===== src/rtl/window_3x3_gen.sv =====
// Streaming 3x3 sliding-window generator: two line buffers feed a 3x3 register
// array; out_valid/frame_done are registered one cycle after the completing pixel.
// Optional macro WINDOW_STRIDE2_EN restricts emitted windows to stride 2.
module window_3x3_gen #(
  parameter int DATA_WIDTH = 8,
  parameter int IMG_WIDTH  = 32,
  parameter int IMG_HEIGHT = 32
) (
  input  logic                    clk,
  input  logic                    resetn,
  input  logic                    enable,
  input  logic                    in_valid,
  input  logic [DATA_WIDTH-1:0]   in,
  output logic                    out_valid,
  output logic [9*DATA_WIDTH-1:0] window,
  output logic                    frame_done
);

  localparam int CW = $clog2(IMG_WIDTH);
  localparam int RW = $clog2(IMG_HEIGHT);

  localparam logic [CW-1:0] LAST_COL = CW'(IMG_WIDTH - 1);
  localparam logic [RW-1:0] LAST_ROW = RW'(IMG_HEIGHT - 1);
  localparam logic [CW-1:0] TWO_C    = CW'(2);
  localparam logic [RW-1:0] TWO_R    = RW'(2);

`ifdef WINDOW_STRIDE2_EN
  // Last emitted window sits on the largest row/col with an even offset from 2.
  localparam logic [CW-1:0] LAST_WIN_COL = CW'(2 + 2 * ((IMG_WIDTH - 3) / 2));
  localparam logic [RW-1:0] LAST_WIN_ROW = RW'(2 + 2 * ((IMG_HEIGHT - 3) / 2));
`else
  localparam logic [CW-1:0] LAST_WIN_COL = LAST_COL;
  localparam logic [RW-1:0] LAST_WIN_ROW = LAST_ROW;
`endif

  logic [CW-1:0]         col;
  logic [RW-1:0]         row;
  logic [DATA_WIDTH-1:0] lb0 [IMG_WIDTH];
  logic [DATA_WIDTH-1:0] lb1 [IMG_WIDTH];
  logic [DATA_WIDTH-1:0] win [3][3];

  logic accept;
  logic col_last;
  logic row_last;
  logic win_hit;
  logic done_hit;

  always_comb begin
    accept   = enable & in_valid;
    col_last = (col == LAST_COL);
    row_last = (row == LAST_ROW);
    win_hit  = (row >= TWO_R) && (col >= TWO_C);
`ifdef WINDOW_STRIDE2_EN
    // (row-2) and (col-2) even is the same as row and col even.
    win_hit  = win_hit && !row[0] && !col[0];
`endif
    done_hit = win_hit && (row == LAST_WIN_ROW) && (col == LAST_WIN_COL);
  end

  // Position counters and output strobes.
  always_ff @(posedge clk) begin
    if (resetn) begin
      col        <= '0;
      row        <= '0;
      out_valid  <= 1'b0;
      frame_done <= 1'b0;
    end else if (enable) begin
      if (in_valid) begin
        out_valid  <= win_hit;
        frame_done <= done_hit;
        if (col_last) begin
          col <= '0;
          row <= row_last ? '0 : row + 1'b1;
        end else begin
          col <= col + 1'b1;
        end
      end else begin
        out_valid  <= 1'b0;
        frame_done <= 1'b0;
      end
    end
  end

  // Line buffers are shift chains; the tail of each is the pixel one row older.
  always_ff @(posedge clk) begin
    if (resetn) begin
      for (int unsigned i = 0; i < IMG_WIDTH; i++) begin
        lb0[i] <= '0;
        lb1[i] <= '0;
      end
      for (int unsigned r = 0; r < 3; r++) begin
        for (int unsigned c = 0; c < 3; c++) begin
          win[r][c] <= '0;
        end
      end
    end else if (accept) begin
      lb0[0] <= in;
      lb1[0] <= lb0[IMG_WIDTH-1];
      for (int unsigned i = 1; i < IMG_WIDTH; i++) begin
        lb0[i] <= lb0[i-1];
        lb1[i] <= lb1[i-1];
      end
      for (int unsigned r = 0; r < 3; r++) begin
        win[r][0] <= win[r][1];
        win[r][1] <= win[r][2];
      end
      win[0][2] <= lb1[IMG_WIDTH-1];
      win[1][2] <= lb0[IMG_WIDTH-1];
      win[2][2] <= in;
    end
  end

  always_comb begin
    window = '0;
    for (int unsigned k = 0; k < 9; k++) begin
      window[k*DATA_WIDTH +: DATA_WIDTH] = win[k/3][k%3];
    end
  end

endmodule


===== config.mk =====
export PLATFORM = sky130hd
export DESIGN_NAME = window_3x3_gen
export DESIGN_NICKNAME = d
export VERILOG_FILES = /design/src/rtl/window_3x3_gen.sv
export SDC_FILE = /design/constraint.sdc
export NUM_CORES = 1
export LEC_CHECK = 0
export CORE_UTILIZATION = 50
export DETAILED_ROUTE_END_ITERATION = 8
export PLACE_DENSITY = 0.7
export SLEW_MARGIN = 20
export SYNTH_ARGS = -nofsm -noshare
export SYNTH_HDL_FRONTEND = slang
export SYNTH_SLANG_ARGS = --single-unit

===== constraint.sdc =====
create_clock -name clk -period 19.1 [get_ports clk]
set_clock_uncertainty 0.05 [all_clocks]
set_input_delay 5.73 -clock clk [delete_from_list [all_inputs] [get_ports clk]]
set_output_delay 5.73 -clock clk [all_outputs]
set_load 0.02 [all_outputs]

# == Word level (Yosys, flattened, before mapping) ==
# Memories as Yosys holds them, arrays and structs flattened.
# Cells that the tools add are included.
# classes
mul,0
shifts,0
n_reduce_logical,5
n_addsub,2
n_eq_ne,2
n_lt_le_gt_ge,2
div,0
muxes,82
n_bitwise,74
# ops
operator,n
8-bit two-way mux,73
1-bit OR,73
5-bit by 1-bit adder with 5-bit output (second input constant),2
5-bit equality test (second input constant),2
5-bit by 2-bit >= comparator with 1-bit output (second input constant),2
5-bit two-way mux,2
1-bit two-way mux,7
1-bit logical AND,3
3-bit AND reduction,1
2-bit AND reduction,1
1-bit bitwise AND,1
# word_totals
ram_bits,584
romBits,0
latch_bits,0
reg_bits,12
mem_count,3
output_inout_bits,74
in_bits,12
elab_cells,174
# memory_table
memory,words,word_bits,rd,rd_ports_with_merged_regs,write_ports,line,source
lb0,32,8,32,0,32,38,logic [DATA_WIDTH-1:0] lb0 [IMG_WIDTH];
lb1,32,8,32,0,32,39,logic [DATA_WIDTH-1:0] lb1 [IMG_WIDTH];
win,3,24,3,0,3,40,logic [DATA_WIDTH-1:0] win [3][3];

# == Longest topological paths before layout ==
# Gate-level depths: netlist of run 1.
# logic_depth
ltp_word,5
mapped_depth,6
ltp_nobuf,6

# == Least setup slack after synthesis of run 1 ==
# No wires, ideal clock.
# synth_timing
path_kind,input port to flip-flop
start,input port resetn
end,"memory lb0[1][7], in the netlist lb0[0][15], enable pin"
t_required_ns,18.051
setup_ns,0.999
arrival_time_ns,18.734
setup_slack_ns,-0.683
stages,2
cell_sequence,clkbuf_1 > nand2b_1
# synth_lines
item,line,source
"start, declared",10,"input logic resetn,"
"end, declared",38,

==> impl_metrics.json, run 1 <==
{
  "cp.required_ps": 19250,
  "ys_warn_count": 0,
  "cp_slowest_stage_delay_ps": 960,
  "ys_ff_latch": 548,
  "clkPwrFrac_pct": 39.5,
  "initial_utilization_pct": 51.2,
  "htreeDepth": 2,
  "clock_latency_ps": 590,
  "cts_root_buffer": "clkbuf_16",
  "arrival_ps": 9690,
  "drtIter0Drc": 730,
  "clk_path_buf_depth": 3,
  "synth.net_count": 1252,
  "die_w_um": 205,
  "drv_cap": 0,
  "post-cts-setup-buffer-count": 0,
  "wl_per_cell_um": 14.5,
  "chipHeight_um": 205,
  "cpMaxStageDelayCell": "buf_4",
  "p_switching_mw": 0.508,
  "antenna_found_initial": 0,
  "seqPwrFrac_pct": 56.3,
  "tns_ps": 0,
  "dp.final_hpwl_um": 12700,
  "drt_drc_violations_left": 0,
  "power_frac_comb_pct": 4.2,
  "core_area_um2": 40200,
  "synth_area_um2": 20600,
  "mostFrequentLayoutCells": "edfxtp_1, and2_1, nor2b_1, clkdlybuf4s50_1, clkbuf_16",
  "p_leak_nw": 8.54,
  "via_per_inst": 4.85,
  "cp_cell_sequence": "buf_6 -> nand2b_4 -> buf_12 -> buf_4 -> buf_4",
  "synth_edf_count": 536,
  "n_antenna_cell": 0,
  "synthCells": 1234,
  "die-area_um2": 42000,
  "rows": 73,
  "rsz0062_at_grt": "no",
  "drt_wl_total_um": 26900,
  "io_pins": 86,
  "swShare_pct": 20.0,
  "criticalPathCategory": "in -> reg",
  "p_int_mw": 2.03,
  "synthArstFlopShare_pct": 0,
  "yosysSeqAreaShare_pct": 79.4,
  "critPathCaptureType": "register",
  "syn2layout_area_growth_pct": 13.6,
  "final_max_slew_viol_count": 0,
  "cts.sinks": 548,
  "postSynthAreaPerCell_um2": 16.7,
  "final_common_cell": "edfxtp_1",
  "final_nets": 1310,
  "ant_nets": 0,
  "hold_class": "reg -> reg",
  "holdBufCountCts": 0,
  "r2r_slack_ps": 17000,
  "numPortBuffers": 85,
  "grt_usage_pct": 13.4,
  "path_common_cell": "buf_4",
  "grt_max_degree": 185,
  "final_cell_area_um2": 23400,
  "ys_types": 30,
  "critical_path.max_fanout": 184,
  "grt_pass1_wl_um": 45200,
  "post-route-period-util_pct": 50.0,
  "cts_tree": "built",
  "start_kind": "input pin",
  "slew_headroom_pct": 30.3,
  "drt-pass1-iter-count": 4,
  "powerDensity_nw_per_um2": 109,
  "cts_repair_resize_count": 0,
  "timing.fmax_ghz": 0.105,
  "status": "finished, final reports clean",
  "finalCriticalPeriod_ps": 9540,
  "cts_inserted_buffers": 54,
  "place.gp.congestion": 0.730,
  "grt_pass1_vias": 8790,
  "synth-main-ff-cell": "edfxtp_1",
  "grt.overflow.total": 0,
  "num_vias": 9021,
  "setup_viol": 0,
  "placed_area_um2": 21700,
  "clkTransAtPathRegs_ps": 60,
  "worst_ir_drop_vdd_v": 0.0000655,
  "drive_above_1_share_pct": 6.21,
  "hold_viol_final": 0,
  "worstMarginPinSlew_ps": 1050
}
per-stage QoR:
| step | power (mW) | utilization [%] | hold slack [ps] | instances | setup WS [ps] |
|---|---|---|---|---|---|
| floorplan | 1.54 | - | 399 | 1234 | 5630 |
| global placement | 1.56 | 53.9 | 402 | 1759 | 8890 |
| detailed placement | 1.56 | 53.9 | 396 | 1759 | 8800 |
| CTS | 2.57 | 58.0 | 410 | 1859 | 9430 |
| global route | 2.63 | 58.2 | 465 | 1861 | 9140 |
| finish | 2.54 | 58.2 | 406 | 1861 | 9560 |
layout make-up:
cell class | count | area [µm²]
fillers | 3006 | 16800
flip-flops and latches | 548 | 16300
multi-input cells | 590 | 3730
clock buffers | 72 | 1430
repair buffers | 95 | 972
well taps | 525 | 657
clock inverters | 28 | 244
inverters | 3 | 11.3
critical path, delay by kind of cell:
family / cells / cell delay, ps
buffers and inverters: 4 / 3190
and+or+nand+nor: 1 / 590
per-layer routing:
layer	vias to the layer above	track usage [%]	share of wire, %
li1	4383	-	-
met1	4468	20.0	49
met2	124	18.8	44
met3	46	3.21	4.4
met4	0	5.50	2.3
met5	-	0	0
Yosys cell counts (all sizes together) (6+ instances only):
cell / instances / area, µm²
buf: 36 / 267
nand2: 6 / 25.0
ha: 6 / 75.1
nor2b: 224 / 1400
edfxtp: 536 / 16100
nor2: 7 / 33.8
a21oi: 8 / 40.0
dfxtp: 12 / 240
clkbuf: 57 / 250
and2: 312 / 1950
state kept, by name (all words and copies together), names as in the netlist:
| name | flops |
|---|---|
| lb1 | 255 |
| lb0 | 241 |
| win | 40 |
| col | 5 |
| row | 5 |
| frame_done | 1 |
| out_valid | 1 |
power groups by stage:
stage          Sequential, mW  Combinational, mW  Clock (mW)
6_report                 1.43              0.107        1.00
5_1_grt                  1.44              0.118        1.07
4_1_cts                  1.43              0.109        1.03
3_5_place_dp             1.45              0.108           0
3_3_place_gp             1.45              0.106           0
2_1_floorplan            1.47             0.0710           0
path summary, 6_finish.rpt:
path,startpoint,depth (start not counted),to
worst max-delay path,resetn,5,lb0[0][57]
worst min-delay path,frame_done,2,frame_done
worst max register to register,col[1],6,row[2]
worst min register to register,frame_done,2,frame_done
cell families (layout without fill, tap and decap cells):
family | Yosys count | count (layout) | synth area share [%]
muxes | 2 | 2 | 0.0973
AOI/OAI and AO/OA | 18 | 18 | 0.505
adders and majority gates | 6 | 6 | 0.365
and+or+nand+nor | 564 | 564 | 17.1
DFF | 548 | 548 | 79.4
buffers and inverters | 96 | 198 | 2.57
(Power assumes the default switching activity.)
==> inputs of run 2 (changes only) <==
==> constraint.sdc (replaced) <==
create_clock -name clk -period 8.1 [get_ports clk]
set_clock_uncertainty 0.05 [all_clocks]
set_input_delay 2.43 -clock clk [delete_from_list [all_inputs] [get_ports clk]]
set_output_delay 2.43 -clock clk [all_outputs]
set_load 0.02 [all_outputs]
==> run 2 against run 1 <==
Against the previous run: utilization grew 0.14 points; sequential cell count unchanged; final cell count fell by 0.59%; clock-buffer cell count shrank 7; worst hold slack better by 12 ps; power rose by 140%; routed wire length up 0.91%; final area increased by 0.25%; first-iteration DRC count decreased by 6.6%; sequential share of layout area is 0.17 points lower; critical endpoint is now lb1[2][9]; largest cell class unchanged.
==> impl_metrics.json, run 2 (synthesis results as in run 1) <==
{
  "num_vias": 8992,
  "cts_root_buffer": "clkbuf_16",
  "cts_inserted_buffers": 53,
  "syn2layout_area_growth_pct": 13.8,
  "status": "finished, final reports clean",
  "largest_register_ffs": 255,
  "core_area_um2": 40200,
  "initial_utilization_pct": 51.2,
  "clkTransAtPathRegs_ps": 60,
  "clk_path_buf_depth": 3,
  "hold_viol_final": 0,
  "final_nets": 1307,
  "clock_latency_ps": 580,
  "via_per_inst": 4.86,
  "top_register": "lb1",
  "rsz0062_at_grt": "no",
  "grt_pass1_vias": 8974,
  "worst_ir_drop_vdd_v": 0.000194,
  "die_w_um": 205,
  "mostFrequentLayoutCells": "edfxtp_1, and2_1, nor2b_1, clkdlybuf4s50_1, clkbuf_16",
  "clkPwrFrac_pct": 40.0,
  "cts_repair_resize_count": 0,
  "grt_max_degree": 313,
  "critPathCaptureType": "register",
  "criticalPathCategory": "in -> reg",
  "swShare_pct": 19.7,
  "grt_usage_pct": 13.5,
  "p_leak_nw": 8.57,
  "holdBufCountCts": 0,
  "drt-pass1-iter-count": 6,
  "powerDensity_nw_per_um2": 258,
  "place.gp.congestion": 0.704,
  "die-area_um2": 42000,
  "hold_class": "reg -> reg",
  "nFillCells": 3020,
  "antenna_found_initial": 0,
  "grt_pass1_wl_um": 45700,
  "ant_nets": 0,
  "slew_headroom_pct": 40.7,
  "p_switching_mw": 1.19,
  "reg_top3": "lb1 (255), lb0 (241), win (40)",
  "setup_viol": 0,
  "cts.sinks": 548,
  "n_antenna_cell": 0,
  "worstMarginPinSlew_ps": 889,
  "final_common_cell": "edfxtp_1",
  "r2r_slack_ps": 6010,
  "drt_drc_violations_left": 0,
  "chipHeight_um": 205,
  "power_frac_comb_pct": 4.2,
  "drt_wl_total_um": 27200,
  "arrival_ps": 4790,
  "critical_path.max_fanout": 157,
  "cp.required_ps": 8240,
  "post-route-period-util_pct": 57.4,
  "drive_above_1_share_pct": 6.42,
  "htreeDepth": 2,
  "cts_tree": "built",
  "seqPwrFrac_pct": 55.8,
  "timing.fmax_ghz": 0.215,
  "rows": 73,
  "tns_ps": 0,
  "numPortBuffers": 85,
  "grt.overflow.total": 0,
  "io_pins": 86,
  "finalCriticalPeriod_ps": 4650,
  "dp.final_hpwl_um": 12500,
  "drv_cap": 0,
  "start_kind": "input pin",
  "wl_per_cell_um": 14.7,
  "drtIter0Drc": 682,
  "final_max_slew_viol_count": 0,
  "p_int_mw": 4.84,
  "post-cts-setup-buffer-count": 0,
  "p_total_mw": 6.03
}
## run 2: cell types whose count changed in the layout (fill, tap and decap cells not counted), sizes merged
cell    delta
buf        -3
bufinv     +2
clkbuf     -6
clkinv     -3
inv        -1
## run 2: final cells by class
class	count	area, µm²	share of cell area, %
Inverter	3	11.3	0.0481
Tap cell	525	657	2.80
Clock inverter	26	284	1.21
Sequential cell	548	16300	69.7
Multi-Input combinational cell	590	3730	15.9
Timing Repair Buffer	93	1000	4.29
Clock buffer	65	1410	6.03
## run 2: layer usage
metal | vias to the layer above | GRT usage, % | wire [µm] | share of wire (%)
met3 | 37 | 3.88 | 1200 | 4.4
met4 | 0 | 4.34 | 486 | 1.8
met2 | 119 | 19.9 | 12500 | 46
li1 | 4369 | - | - | -
met1 | 4467 | 19.4 | 13000 | 48
met5 | - | 0 | 0 | 0
## run 2: final timing paths
kind | from | end | cells after the start
max | enable | lb1[2][9] | 4
max reg2reg | col[1] | row[3] | 6
min | frame_done | frame_done | 2
min reg2reg | frame_done | frame_done | 2
## run 2: power groups by stage
stage	Clock, mW	Combinational [mW]	Sequential [mW]
6_report	2.41	0.253	3.37
5_1_grt	2.59	0.280	3.39
4_1_cts	2.49	0.257	3.37
3_5_place_dp	0	0.255	3.43
3_3_place_gp	0	0.250	3.43
2_1_floorplan	0	0.168	3.45
## run 2: metrics by stage
stage | instances | hold WS (ps) | area (µm²) | util, % | worst slack [ps]
6_report | 1850 | 418 | 23400 | 58.3 | 3450
2_1_floorplan | 1234 | 399 | 20600 | - | 1070
5_1_grt | 1850 | 458 | 23400 | 58.3 | 3380
4_1_cts | 1848 | 421 | 23400 | 58.2 | 3560
3_3_place_gp | 1757 | 403 | 21700 | 53.9 | 2980
3_5_place_dp | 1757 | 403 | 21700 | 53.9 | 2920
## run 2: critical path, stage by stage
cell and delay [ps]:
clkdlybuf4s50_1 600, nand2_2 210, nand2b_4 690, buf_12 600
==> RTL edit 1: new RTL, flow settings as in run 2 <==
`DATA_WIDTH`: 8 -> 10.
--- a/src/rtl/window_3x3_gen.sv
+++ b/src/rtl/window_3x3_gen.sv
@@ -2,7 +2,7 @@
 // array; out_valid/frame_done are registered one cycle after the completing pixel.
 // Optional macro WINDOW_STRIDE2_EN restricts emitted windows to stride 2.
 module window_3x3_gen #(
-  parameter int DATA_WIDTH = 8,
+  parameter int DATA_WIDTH = 10,
   parameter int IMG_WIDTH  = 32,
   parameter int IMG_HEIGHT = 32
 ) (
Interface: changed (resized in and window); port bits go from 86 to 106. No check against the original RTL was run, so the function may have changed too.
==> RTL edit 1 against run 2 <==
  * Total power increased by 25%
  * Setup slack better by 130 ps
  * Area after synthesis rose by 25%
  * Critical path type unchanged
  * Routed wire length increased by 23%
  * Final area rose by 25%
  * Count of clock-buffer cells in the layout is 28 higher
  * Sequential cell count grew 134
==> RTL edit 1: results (changes against run 2) <==
[detailed_routing]
vias=11300  ; +25%
routed_wl_microns=33400  ; +23%
avgRoutedWirePerCell_microns=14.4  ; -2.0%
drtIter0Drc=881  ; +29%

[power_and_ir_drop]
ir_worst_vdd_v=0.000221  ; +14%
p_switching_w=0.00153  ; +29%
seq_power_share=0.555  ; -0.003
clock_net_power_w=0.00305  ; +27%

[clock_tree]
htree_levels=3  ; +1
cts_buffers=70  ; +32%

[global_route]
met2_usage=0.191  ; -0.00719
use_met3=0.0369  ; -0.00189

[status]
status=finished, final reports clean

[critical_path]
r2r_slack_ps=5970  ; -40 ps
slowest_stage=clkdlybuf4s50_1
crit_fanout=152  ; -3.2%

[logic_synthesis]
synth-edff-count=670  ; +25%
synthTopCellsByCount=edfxtp_1 (670), and2_1 (390), nor2b_1 (280)
synthMuxAreaShare=0.000781  ; -0.000192
synth_seq_area_share=0.794  ; about the same
yosys.area_share.adder=0.00293  ; -0.000719
synth_cell_types=33  ; +10%
synth_compound_area_frac=0.00405  ; -0.000994
syn_inst=1526  ; +24%

[placement]
place.port_buffers=105  ; +24%
finalWeightedCongestion=0.726  ; +3.1%
placed_cells=2195  ; +25%

[worst_hold_path]
hold_path_end=out_valid

RTL edit 1: how the worst max path moves through the flow:
stage          depth (start not counted)  slack (ps)   start         end
4_1_cts                                4        3710  enable  lb0[1][36]
2_1_floorplan                          3          90  resetn  lb0[0][19]
3_3_place_gp                           4        3120  enable  lb0[0][25]
5_1_grt                                5        3500  enable  lb0[1][17]
6_report                               5        3590  enable  lb0[1][15]
3_5_place_dp                           4        3080  enable  lb0[0][35]
RTL edit 1: area by class of cell:
type | instances | area [sq um] | area share
inverter | 3 | 11.3 | 0.000386
tap | 672 | 841 | 0.0288
sequential | 682 | 20400 | 0.698
clock buffer | 93 | 1920 | 0.0659
clock inverter | 31 | 255 | 0.00875
multi-input combinational | 724 | 4580 | 0.157
timing repair buffer | 115 | 1210 | 0.0416
RTL edit 1: worst max-delay path, delay by kind of cell:
family	cells	cell delay, ps
buffers and inverters	3	1550
AND/OR/NAND/NOR	2	500
==> RTL edit 2: new RTL, config.mk and constraints of run 2 <==
Without the edit above. Add an input register stage for `enable`, `in_valid` and `in`, with the module's reset; this delays them by one clock.
--- a/src/rtl/window_3x3_gen.sv
+++ b/src/rtl/window_3x3_gen.sv
@@ -24,6 +24,22 @@
   localparam logic [CW-1:0] TWO_C    = CW'(2);
   localparam logic [RW-1:0] TWO_R    = RW'(2);
 
+  logic enable_q;
+  logic in_valid_q;
+  logic [DATA_WIDTH-1:0] in_q;
+
+  always_ff @(posedge clk) begin
+    if (resetn) begin
+      enable_q   <= '0;
+      in_valid_q <= '0;
+      in_q       <= '0;
+    end else begin
+      enable_q   <= enable;
+      in_valid_q <= in_valid;
+      in_q       <= in;
+    end
+  end
+
 `ifdef WINDOW_STRIDE2_EN
   // Last emitted window sits on the largest row/col with an even offset from 2.
   localparam logic [CW-1:0] LAST_WIN_COL = CW'(2 + 2 * ((IMG_WIDTH - 3) / 2));
@@ -46,7 +62,7 @@
   logic done_hit;
 
   always_comb begin
-    accept   = enable & in_valid;
+    accept   = enable_q & in_valid_q;
     col_last = (col == LAST_COL);
     row_last = (row == LAST_ROW);
     win_hit  = (row >= TWO_R) && (col >= TWO_C);
@@ -64,8 +80,8 @@
       row        <= '0;
       out_valid  <= 1'b0;
       frame_done <= 1'b0;
-    end else if (enable) begin
-      if (in_valid) begin
+    end else if (enable_q) begin
+      if (in_valid_q) begin
         out_valid  <= win_hit;
         frame_done <= done_hit;
         if (col_last) begin
@@ -94,7 +110,7 @@
         end
       end
     end else if (accept) begin
-      lb0[0] <= in;
+      lb0[0] <= in_q;
       lb1[0] <= lb0[IMG_WIDTH-1];
       for (int unsigned i = 1; i < IMG_WIDTH; i++) begin
         lb0[i] <= lb0[i-1];
@@ -106,7 +122,7 @@
       end
       win[0][2] <= lb1[IMG_WIDTH-1];
       win[1][2] <= lb0[IMG_WIDTH-1];
-      win[2][2] <= in;
+      win[2][2] <= in_q;
     end
   end
 
Check against the original RTL: not settled (the Yosys comparison gave no result); the edit may change what the design does.
==> RTL edit 2 against run 2 <==
  * The flow now finishes with violations (DRC)
  * Total power rose by 2.0%
  * Setup slack improved by 71 ps
  * Sequential cell count rose by 10
  * Area after synthesis rose by 1.9%
  * Die area rose by 1.9%
  * Final area rose by 1.6%
  * Routed wire length rose by 2.7%
  * Critical path type unchanged
  * Clock power rose by 7%
==> RTL edit 2: results (changes against run 2) <==
[detailed_routing]
drtIter0Drc=778  ; +14%
route.met2.wl_microns=12400  ; -0.78%
dr_wl_met3_microns=1050  ; -13%
routed_wl_microns=27900  ; +2.7%
drt-met1-wl_microns=13900  ; +7.2%
vias=9195  ; +2.3%
dr.pass1.iters=8  ; +2
top_layer=met4
drc=8  ; +8

[final_layout]
fill_cells=3037  ; +0.56%
drive_gt1_frac=0.0718  ; +0.00765
final_nets=1327  ; +1.5%
n_antenna_cell=0  ; unchanged
largestRegisters=lb0: 234 flops, lb1: 232 flops, win: 70 flops
fin_cells=1883  ; +1.8%

[status]
violations=DRC
status=complete, but fails checks

[logic_synthesis]
synth_seq_area_share=0.788  ; -0.00537
async_reset_ff_frac=0  ; unchanged
synthTopCellsByCount=edfxtp_1 (536), and2_1 (312), nor2b_1 (234)
avgSynthCellArea_sq_um=16.5  ; -1.1%
synth_cell_types=31  ; +3.3%
synth-edff-count=536  ; unchanged
ys_warn_count=0  ; unchanged
yosys-top-cells-area=edfxtp_1 (77%), and2_1 (9.3%), nor2b_1 (7.0%)

[timing]
fin_setup_tns_ps=0  ; unchanged
whs_ps=404  ; -13.6 ps
worstMarginPinSlew_ps=1050  ; +164 ps

[power_and_ir_drop]
total_leakage_power_nw=8.59  ; +0.22%
ir_worst_vdd_v=0.000138  ; -29%
swShare=0.193  ; -0.00475

[placement]
placed_cells=1787  ; +1.7%
finalWeightedCongestion=0.706  ; +0.21%
hpwl_microns=13800  ; +11%

[worst_hold_path]
hold_path_end=out_valid
hold_class=flip-flop to flip-flop
hp-start=out_valid

[global_route]
grt_max_degree=216  ; -31%
grt_pass1_wl_microns=45200  ; -1.2%
grt_usage=0.133  ; -0.00246
grt_pass1_vias=8605  ; -4.1%
grt_antenna_before_repair=4  ; +4

[critical_path]
r2r-start=enable_q
r2r-end=win[0][11]
cp.arrival_ps=4720  ; -70 ps
r2r_slack_ps=5560  ; -450 ps
r2r_cells=3  ; -3
crit_fanout=142  ; -9.6%

[clock_tree]
cts_buffers=52  ; -1.9%
cts_root_buf=clkbuf_16
cts.clk_slew.worst_paths_ps=60  ; about the same
post-cts-setup-buffers=0  ; unchanged

==> RTL edit 2: changes by cell type after synthesis <==
cell / change
clkbuf_1: -1
buf_4: +16
buf_2: +3
nor2b_1: +10
dfxtp_1: +10
==> RTL edit 2: critical path, cell delays in order <==
cell and delay (ps):
clkbuf_8 620, nand2b_4 680, buf_4 880
==> RTL edit 2: power groups by stage <==
stage          Clock, W  Sequential (W)  Combinational, W
2_1_floorplan         0         0.00344          0.000147
3_3_place_gp          0         0.00343          0.000203
3_5_place_dp          0         0.00343          0.000207
4_1_cts         0.00264         0.00337          0.000209
5_1_grt         0.00274         0.00338          0.000225
6_report        0.00258         0.00337          0.000204
==> RTL edit 2: through the flow <==
stage / worst slack (ps) / area [sq um]
2_1_floorplan: 823 / 21000
3_3_place_gp: 2830 / 22000
3_5_place_dp: 2770 / 22000
4_1_cts: 3380 / 23800
5_1_grt: 3300 / 23800
6_report: 3520 / 23800
==> RTL edit 2: layer usage <==
metal  GRT usage  up-vias
li1            -     4427
met1       0.205     4594
met2       0.189      133
met3      0.0273       41
met4      0.0407        0
met5           0        -
==> RTL edit 2: worst max path at each step <==
stage | start | slack, ps | depth (start not counted) | endpoint
after floorplan | resetn | 820 | 3 | lb0[0][15]
after global placement | resetn | 2830 | 3 | lb1[1][4]
after detailed placement | resetn | 2770 | 3 | lb1[0][55]
after CTS | resetn | 3380 | 3 | lb1[2][28]
after global routing | resetn | 3300 | 3 | win[0][11]
final | resetn | 3520 | 3 | win[0][11]
==> RTL edit 2: kinds of logic after synthesis <==
kind of cell    Yosys count  synth area share
buf+inv                 114            0.0314
compound gates           18           0.00495
simple gates            574             0.171
flops                   558             0.788
mux                       2          0.000954
fa+ha+maj                 6           0.00358
==> RTL edit 2: area by class of cell <==
class	instances	area [sq um]	share of cell area
sequential	558	16500	0.695
multi-input combinational	600	3790	0.159
clock buffer	68	1430	0.0601
timing repair buffer	94	963	0.0405
tap	532	666	0.0280
clock inverter	28	408	0.0171
inverter	3	11.3	0.000473
